### config.mk
export PLATFORM = sky130hd
export DESIGN_NAME = uart_rx_ctrl_flat
export DESIGN_NICKNAME = d
export VERILOG_FILES = /design/src/rtl/uart_rx_ctrl_pkg.sv /design/src/rtl/uart_rx_ctrl_if.sv /design/src/rtl/uart_rx_ctrl_edge_bit_counter.sv /design/src/rtl/uart_rx_ctrl.sv /design/src/flat_wrapper.sv
export SDC_FILE = /design/constraint.sdc
export NUM_CORES = 1
export LEC_CHECK = 0
export ABC_CLOCK_PERIOD_IN_PS = 6500
export BUFFER_PORTS_ARGS = -buffer_cell sky130_fd_sc_hd__buf_2
export CORE_MARGIN = 10
export CORE_UTILIZATION = 35
export CTS_CLUSTER_DIAMETER = 120
export DETAILED_ROUTE_END_ITERATION = 16
export PLACE_DENSITY = 0.56
export RECOVER_POWER = 100
export REMOVE_ABC_BUFFERS = 1
export SYNTH_ARGS = -nofsm -noshare
export SYNTH_HDL_FRONTEND = slang
export SYNTH_HIERARCHICAL = 1
export SYNTH_SLANG_ARGS = --single-unit
### constraint.sdc
create_clock -name CLK -period 6.5 [get_ports CLK]
set_clock_uncertainty 0.15 [all_clocks]
set_input_delay 0.975 -clock CLK [delete_from_list [all_inputs] [get_ports CLK]]
set_output_delay 0.975 -clock CLK [all_outputs]
set_load 0.03 [all_outputs]
### src/rtl/uart_rx_ctrl_pkg.sv
// ============================================================================
// Module      : uart_rx_pkg
// Description : Shared state encoding and constants for the UART RX sequencer.
// Revision    : 1.0 - initial release
// ============================================================================
`default_nettype none

package uart_rx_pkg;

  localparam int c_data_width  = 8;
  localparam int c_prescale_8  = 8;
  localparam int c_prescale_16 = 16;
  localparam int c_prescale_32 = 32;

  typedef enum logic [2:0] {
    RX_IDLE   = 3'd0,
    RX_START  = 3'd1,
    RX_DATA   = 3'd2,
    RX_PARITY = 3'd3,
    RX_STOP   = 3'd4
  } rx_state_t;

  function automatic bit prescale_is_legal(input int prescale);
    return (prescale == c_prescale_8) || (prescale == c_prescale_16) ||
           (prescale == c_prescale_32);
  endfunction

endpackage

`default_nettype wire

### src/rtl/uart_rx_ctrl_if.sv
// ============================================================================
// Module      : uart_rx_ctrl_if
// Description : Line, checker and enable signals between the RX sequencer
//               and the RX datapath.
// Revision    : 1.0 - initial release
// ============================================================================
`default_nettype none

interface uart_rx_ctrl_if #(
  parameter int PRESCALE_W = 6
) ();

  logic                  RX_IN;
  logic                  PAR_EN;
  logic [PRESCALE_W-1:0] Prescale;
  logic                  start_error;
  logic                  par_error;
  logic                  stop_error;

  logic [PRESCALE_W-1:0] edge_cnt;
  logic [3:0]            bit_cnt;
  logic                  data_samp_EN;
  logic                  start_check_EN;
  logic                  par_check_EN;
  logic                  stop_check_EN;
  logic                  deser_EN;
  logic                  data_valid;
  logic                  rx_error;

  // Sequencer side
  modport master (
    input  RX_IN, PAR_EN, Prescale, start_error, par_error, stop_error,
    output edge_cnt, bit_cnt, data_samp_EN, start_check_EN, par_check_EN,
           stop_check_EN, deser_EN, data_valid, rx_error
  );

  // Datapath / line side
  modport slave (
    output RX_IN, PAR_EN, Prescale, start_error, par_error, stop_error,
    input  edge_cnt, bit_cnt, data_samp_EN, start_check_EN, par_check_EN,
           stop_check_EN, deser_EN, data_valid, rx_error
  );

endinterface

`default_nettype wire

### src/rtl/uart_rx_ctrl_edge_bit_counter.sv
// ============================================================================
// Module      : edge_bit_counter
// Description : Oversample (edge) and data-bit counters with bit-end flag.
// Revision    : 1.0 - initial release
// ============================================================================
`default_nettype none

module edge_bit_counter #(
  parameter int DATA_WIDTH = 8,
  parameter int PRESCALE_W = 6
) (
  input  wire logic                  CLK,
  input  wire logic                  Reset,
  input  wire logic                  enable,
  input  wire logic                  bit_inc_en,
  input  wire logic                  clear,
  input  wire logic [PRESCALE_W-1:0] Prescale,
  output logic      [PRESCALE_W-1:0] edge_cnt,
  output logic      [3:0]            bit_cnt,
  output logic                       bit_end
);

  localparam logic [3:0] c_bit_last = 4'(DATA_WIDTH - 1);

  logic [PRESCALE_W-1:0] w_edge_last;

  assign w_edge_last = Prescale - PRESCALE_W'(1);
  assign bit_end     = enable && (edge_cnt == w_edge_last);

  always_ff @(posedge CLK) begin
    if (Reset || clear) begin
      edge_cnt <= '0;
      bit_cnt  <= '0;
    end else if (enable) begin
      if (bit_end) begin
        edge_cnt <= '0;
        if (bit_inc_en) begin
          bit_cnt <= (bit_cnt == c_bit_last) ? 4'd0 : bit_cnt + 4'd1;
        end
      end else begin
        edge_cnt <= edge_cnt + PRESCALE_W'(1);
      end
    end
  end

endmodule

`default_nettype wire

### src/rtl/uart_rx_ctrl.sv
// ============================================================================
// Module      : uart_rx_ctrl
// Description : UART RX sequencer - frame FSM, checker/deserializer enables
//               and good/bad frame result pulses.
// Revision    : 1.0 - initial release
// ============================================================================
`default_nettype none

module uart_rx_ctrl
  import uart_rx_pkg::*;
#(
  parameter int DATA_WIDTH = c_data_width,
  parameter int PRESCALE_W = 6
) (
  input  wire logic       CLK,
  input  wire logic       Reset,
  uart_rx_ctrl_if.master  bus
);

  localparam logic [3:0] c_bit_last = 4'(DATA_WIDTH - 1);

  rx_state_t r_state;
  rx_state_t w_next_state;

  logic [PRESCALE_W-1:0] w_edge_cnt;
  logic [3:0]            w_bit_cnt;
  logic                  w_bit_end;
  logic [PRESCALE_W-1:0] w_pre_check_pt;
  logic                  w_pre_check;
  logic                  w_frame_start;

  logic w_samp_nxt, w_start_chk_nxt, w_par_chk_nxt, w_stop_chk_nxt, w_deser_nxt;
  logic w_valid_nxt, w_err_nxt;

  logic r_par_en_q, r_par_fail;
  logic r_data_samp_EN, r_start_check_EN, r_par_check_EN, r_stop_check_EN;
  logic r_deser_EN, r_data_valid, r_rx_error;

  edge_bit_counter #(
    .DATA_WIDTH (DATA_WIDTH),
    .PRESCALE_W (PRESCALE_W)
  ) u_counter (
    .CLK        (CLK),
    .Reset      (Reset),
    .enable     (r_state != RX_IDLE),
    .bit_inc_en (r_state == RX_DATA),
    .clear      (r_state == RX_IDLE),
    .Prescale   (bus.Prescale),
    .edge_cnt   (w_edge_cnt),
    .bit_cnt    (w_bit_cnt),
    .bit_end    (w_bit_end)
  );

  // Enables are registered, so decode one cycle ahead of the check point H+2.
  assign w_pre_check_pt = (bus.Prescale >> 1) + PRESCALE_W'(1);
  assign w_pre_check    = (w_edge_cnt == w_pre_check_pt);

  always_comb begin
    w_next_state = r_state;
    case (r_state)
      RX_IDLE:   if (!bus.RX_IN) w_next_state = RX_START;
      RX_START:  if (w_bit_end) w_next_state = bus.start_error ? RX_IDLE : RX_DATA;
      RX_DATA:   if (w_bit_end && (w_bit_cnt == c_bit_last))
                   w_next_state = r_par_en_q ? RX_PARITY : RX_STOP;
      RX_PARITY: if (w_bit_end) w_next_state = RX_STOP;
      RX_STOP:   if (w_bit_end) w_next_state = bus.RX_IN ? RX_IDLE : RX_START;
      default:   w_next_state = RX_IDLE;
    endcase

    w_frame_start   = (w_next_state == RX_START) &&
                      ((r_state == RX_IDLE) || (r_state == RX_STOP));
    w_samp_nxt      = (w_next_state != RX_IDLE);
    w_start_chk_nxt = (r_state == RX_START)  && w_pre_check;
    w_deser_nxt     = (r_state == RX_DATA)   && w_pre_check;
    w_par_chk_nxt   = (r_state == RX_PARITY) && w_pre_check;
    w_stop_chk_nxt  = (r_state == RX_STOP)   && w_pre_check;
    w_valid_nxt     = (r_state == RX_STOP) && w_bit_end && !bus.stop_error && !r_par_fail;
    w_err_nxt       = (r_state == RX_STOP) && w_bit_end && (bus.stop_error || r_par_fail);
  end

  always_ff @(posedge CLK) begin
    if (Reset) begin
      r_state <= RX_IDLE;
    end else begin
      r_state <= w_next_state;
    end
  end

  always_ff @(posedge CLK) begin
    if (Reset) begin
      r_par_en_q       <= 1'b0;
      r_par_fail       <= 1'b0;
      r_data_samp_EN   <= 1'b0;
      r_start_check_EN <= 1'b0;
      r_par_check_EN   <= 1'b0;
      r_stop_check_EN  <= 1'b0;
      r_deser_EN       <= 1'b0;
      r_data_valid     <= 1'b0;
      r_rx_error       <= 1'b0;
    end else begin
      r_data_samp_EN   <= w_samp_nxt;
      r_start_check_EN <= w_start_chk_nxt;
      r_par_check_EN   <= w_par_chk_nxt;
      r_stop_check_EN  <= w_stop_chk_nxt;
      r_deser_EN       <= w_deser_nxt;
      r_data_valid     <= w_valid_nxt;
      r_rx_error       <= w_err_nxt;
      if (w_frame_start) begin
        r_par_en_q <= bus.PAR_EN;
      end
      if ((r_state == RX_PARITY) && w_bit_end) begin
        r_par_fail <= bus.par_error;
      end else if ((r_state == RX_STOP) && (w_next_state != RX_STOP)) begin
        r_par_fail <= 1'b0;
      end
    end
  end

  assign bus.edge_cnt       = w_edge_cnt;
  assign bus.bit_cnt        = w_bit_cnt;
  assign bus.data_samp_EN   = r_data_samp_EN;
  assign bus.start_check_EN = r_start_check_EN;
  assign bus.par_check_EN   = r_par_check_EN;
  assign bus.stop_check_EN  = r_stop_check_EN;
  assign bus.deser_EN       = r_deser_EN;
  assign bus.data_valid     = r_data_valid;
  assign bus.rx_error       = r_rx_error;

endmodule

`default_nettype wire

### src/flat_wrapper.sv
// flat-port wrapper written by rule: the top's interface ports become plain ports
module uart_rx_ctrl_flat import uart_rx_pkg::*;
#(
  parameter int DATA_WIDTH = c_data_width,
  parameter int PRESCALE_W = 6
)
  (CLK, Reset, bus_RX_IN, bus_PAR_EN, bus_Prescale, bus_start_error, bus_par_error, bus_stop_error, bus_edge_cnt, bus_bit_cnt, bus_data_samp_EN, bus_start_check_EN, bus_par_check_EN, bus_stop_check_EN, bus_deser_EN, bus_data_valid, bus_rx_error);
  uart_rx_ctrl_if #(.PRESCALE_W(PRESCALE_W)) bus_i ();
  input  wire logic CLK;
  input  wire logic Reset;
  input wire logic [$bits(bus_i.RX_IN)-1:0] bus_RX_IN;
  input wire logic [$bits(bus_i.PAR_EN)-1:0] bus_PAR_EN;
  input wire logic [$bits(bus_i.Prescale)-1:0] bus_Prescale;
  input wire logic [$bits(bus_i.start_error)-1:0] bus_start_error;
  input wire logic [$bits(bus_i.par_error)-1:0] bus_par_error;
  input wire logic [$bits(bus_i.stop_error)-1:0] bus_stop_error;
  output wire logic [$bits(bus_i.edge_cnt)-1:0] bus_edge_cnt;
  output wire logic [$bits(bus_i.bit_cnt)-1:0] bus_bit_cnt;
  output wire logic [$bits(bus_i.data_samp_EN)-1:0] bus_data_samp_EN;
  output wire logic [$bits(bus_i.start_check_EN)-1:0] bus_start_check_EN;
  output wire logic [$bits(bus_i.par_check_EN)-1:0] bus_par_check_EN;
  output wire logic [$bits(bus_i.stop_check_EN)-1:0] bus_stop_check_EN;
  output wire logic [$bits(bus_i.deser_EN)-1:0] bus_deser_EN;
  output wire logic [$bits(bus_i.data_valid)-1:0] bus_data_valid;
  output wire logic [$bits(bus_i.rx_error)-1:0] bus_rx_error;
  assign bus_i.RX_IN = bus_RX_IN;
  assign bus_i.PAR_EN = bus_PAR_EN;
  assign bus_i.Prescale = bus_Prescale;
  assign bus_i.start_error = bus_start_error;
  assign bus_i.par_error = bus_par_error;
  assign bus_i.stop_error = bus_stop_error;
  assign bus_edge_cnt = bus_i.edge_cnt;
  assign bus_bit_cnt = bus_i.bit_cnt;
  assign bus_data_samp_EN = bus_i.data_samp_EN;
  assign bus_start_check_EN = bus_i.start_check_EN;
  assign bus_par_check_EN = bus_i.par_check_EN;
  assign bus_stop_check_EN = bus_i.stop_check_EN;
  assign bus_deser_EN = bus_i.deser_EN;
  assign bus_data_valid = bus_i.data_valid;
  assign bus_rx_error = bus_i.rx_error;
  uart_rx_ctrl #(.DATA_WIDTH(DATA_WIDTH), .PRESCALE_W(PRESCALE_W)) u_core (.CLK(CLK), .Reset(Reset), .bus(bus_i));
endmodule
==> flow_summary.yaml <==
status:
  status: "finished, final reports clean"
routing:
  drtIter0Drc: 115
  vias: 1257
  route.detailed.drc: 0
  wire_per_inst_um: 13.8
  ant_nets: 0
  finalWirelength_um: 3410
  drt-vias-per-instance: 5.07
  dr.pass1.iters: 4
sta:
  rsz0062_at_grt: "false"
  tightestPinTransition_ns: 0.740
  hold_viol: 0
  finalSetupTns_ns: 0
  fin_crit_sh_pct: 63.4
  drv_slew: 0
  clock.fmax_mhz: 243
  relSlewSlack_pct: 50.4
  setup_viol: 0
  min_period_ns: 4.12
clocking:
  cts_resized: 0
  htreeDepth: 1
  clock_latency_ns: 0.26
  hold_buffers: 0
  root_buffer: "clkbuf_8"
  cts_tree: "built"
  cts_buffers: 3
  post-cts-setup-buffer-count: 0
  clk_pin_slew_ns: 0.08
  clock_path_buffers: 2
  clock-sinks: 22
floorplanning:
  rows: 23
  start_util_pct: 35.9
  dieArea_mm2: 0.00707
  fp.dieH_um: 84.1
  ios: 30
  fp.dieW_um: 84.1
  core_mm2: 0.00400
placed_design:
  dp_hpwl_um: 2550
  routabilityCongestion: 0.797
  io_buffers: 29
run:
  maxCapViolCount: 0
finish:
  n_antenna_cell: 0
  area_delta_synth_final_pct: 14.5
  drive_gt1_share_pct: 12.1
  multi_input_area_um2: 913
  fill_cells: 419
  seq_area_um2: 440
  fin_util_pct: 41.1
  nNetsFinal: 216
critical_path:
  critical_path_class: "in2reg"
  startpoint_type: "input port"
  end_kind: "flip-flop"
  path_max_fanout: 15
  critPathRequiredTime_ns: 6.51
  r2r_slack_ns: 3.28
  reg2reg_from: "u_core/u_counter/edge_cnt[2]$_SDFFE_PP0P_"
  arrival_ns: 4.13
  r2r-end: "u_core/bus.data_samp_EN$_SDFF_PP0_"
  r2r.worst_path.cells: 7
logic_synthesis:
  ys_ff_latch: 22
  synth_top_family_by_area: "simple AND/OR/NAND/NOR gates"
  synth_top_area_cell: "dfxtp_1"
  ys_warn_count: 6
  synthTopCellsByArea: "dfxtp_1 31%, xnor2_1 4.9%, xor2_1 4.3%"
  synth-xor-area-share_pct: 9.15
  yosys-top-cells-count: "22 x dfxtp_1, 11 x nand2_1, 11 x nor3_1"
  yosysUniqueCellTypes: 51
  synth-simple-area-share_pct: 32.1
  yosys.area.top_type_share_pct: 30.7
  synth.mux.area_fraction_pct: 0.697
  synthAdderAreaFrac_pct: 3.48
  synth.avg_cell_area_um2: 8.40
  synth_edf_count: 0
  synthCells: 171
  yosysMostFrequentCell: "dfxtp_1"
  async_flop_share_pct: 0
  synth_compound_area_share_pct: 18.6
  yosysSeqAreaShare_pct: 30.7
  synthesis.area_mm2: 0.00144
  ys.flop_type: "dfxtp_1"
hold_path:
  min_path_type: "reg2reg"
  hp-start: "u_core/r_par_fail$_SDFFE_PP0P_"
  holdPathEnd: "u_core/bus.data_valid$_SDFF_PP0_"
  min_delay_path_depth: 1
grt:
  grt_max_degree: 16
  grt_pass1_vias: 1254
  globalRouteOverflowTotal: 0
  grt_use_total_pct: 9.70
  grt_pass1_wl_um: 5930
  antenna_found_initial: 0
pwr:
  power_frac_comb_pct: 12.3
  totalPowerFinal_mw: 0.304
  p_int_mw: 0.234
  vdd_drop_max_mv: 0.127
  leakage_nw: 0.599
  switching_share_pct: 23.0
  power_frac_seq_pct: 45.7
  pwr-share-clk_pct: 42.0
  p_per_area_mw_per_mm2: 185
  p_sw_mw: 0.0700
per-stage QoR:
stage	hold WS, ns	instances	setup WS, ns	instance area [µm²]
5_1_grt	0.379	248	2.12	1640
2_1_floorplan	0.281	165	2.95	1390
4_1_cts	0.327	248	2.86	1670
3_5_place_dp	0.316	244	2.59	1600
3_3_place_gp	0.313	244	2.62	1600
6_report	0.325	248	2.38	1640
cell type report:
| class | instances | area share [%] |
|---|---|---|
| clock inverters | 1 | 1.83 |
| well taps | 50 | 3.81 |
| inverters | 9 | 2.05 |
| flip-flops and latches | 22 | 26.8 |
| repair buffers | 29 | 7.46 |
| clock buffers | 3 | 2.51 |
| multi-input cells | 134 | 55.6 |
flip-flops by register name, indices dropped and copies added (netlist names):
register,cells
u_core/r_state,3
u_core/bus.stop_check_EN,1
u_core/bus.start_check_EN,1
u_core/u_counter/bit_cnt,4
u_core/u_counter/edge_cnt,6
u_core/r_par_fail,1
u_core/bus.data_samp_EN,1
u_core/bus.par_check_EN,1
u_core/bus.rx_error,1
u_core/bus.data_valid,1
u_core/r_par_en_q,1
u_core/bus.deser_EN,1
cells by family after synthesis:
logic type                 Yosys count
DFF                                 22
buffers and inverters               15
and+or+nand+nor                     78
AOI/OAI and AO/OA                   36
muxes                                1
adders and majority gates            4
xor gates and xnor gates            15
how the worst max path moves through the flow:
| stage | start | endpoint |
|---|---|---|
| global placement | bus_Prescale[1] | u_core/bus.data_samp_EN$_SDFF_PP0_ |
| finish | bus_Prescale[1] | u_core/bus.data_samp_EN$_SDFF_PP0_ |
| global route | bus_Prescale[1] | u_core/bus.data_samp_EN$_SDFF_PP0_ |
| CTS | bus_Prescale[1] | u_core/bus.data_samp_EN$_SDFF_PP0_ |
| floorplan | bus_Prescale[0] | u_core/bus.data_samp_EN$_SDFF_PP0_ |
| detailed placement | bus_Prescale[1] | u_core/bus.data_samp_EN$_SDFF_PP0_ |
cells in the final DEF, fill, tap and decap left out, drive strengths merged, types with 2 or more instances in the layout:
| master | synthesis | routed |
|---|---|---|
| a21o | 3 | 3 |
| nor2b | 6 | 6 |
| clkbuf | 0 | 21 |
| nor2 | 9 | 9 |
| dfxtp | 22 | 22 |
| or2 | 3 | 3 |
| nand2 | 11 | 11 |
| and3b | 2 | 2 |
| nand4 | 4 | 4 |
| nand3 | 4 | 4 |
| xor2 | 7 | 7 |
| buf | 6 | 11 |
| nand4b | 3 | 3 |
| and2 | 4 | 4 |
| nor3 | 12 | 12 |
| a211oi | 2 | 2 |
| a21oi | 8 | 8 |
| nand2b | 5 | 5 |
| nor3b | 3 | 3 |
| o21ai | 9 | 9 |
| or3 | 4 | 4 |
| ha | 4 | 4 |
| nor4 | 2 | 2 |
| xnor2 | 8 | 8 |
| a31oi | 4 | 4 |
| o21a | 3 | 3 |
| inv | 9 | 9 |
routing by layer:
layer	global-route usage, %	vias up	share of wire (%)
li1	-	663	-
met1	11.8	570	47
met2	15.7	20	47
met3	3.22	4	4.4
met4	2.74	0	1.1
met5	0	-	0
critical path: stages:
cell and delay (ns):
clkbuf_1 0.25, inv_1 0.08, ha_1 0.22, nor2b_1 0.13, or3_1 0.34, a31oi_1 0.62, and2_0 0.68, nor2b_1 0.10
o21a_1 0.22, or2_0 0.23, o31a_1 0.28
power by group through the flow:
stage               combinational, mW  sequential [mW]  clock [mW]
floorplan                      0.0242            0.143           0
global placement               0.0379            0.142           0
detailed placement             0.0380            0.142           0
CTS                            0.0383            0.139       0.133
global route                   0.0419            0.140       0.139
finish                         0.0375            0.139       0.128
(Power assumes the default switching activity.)
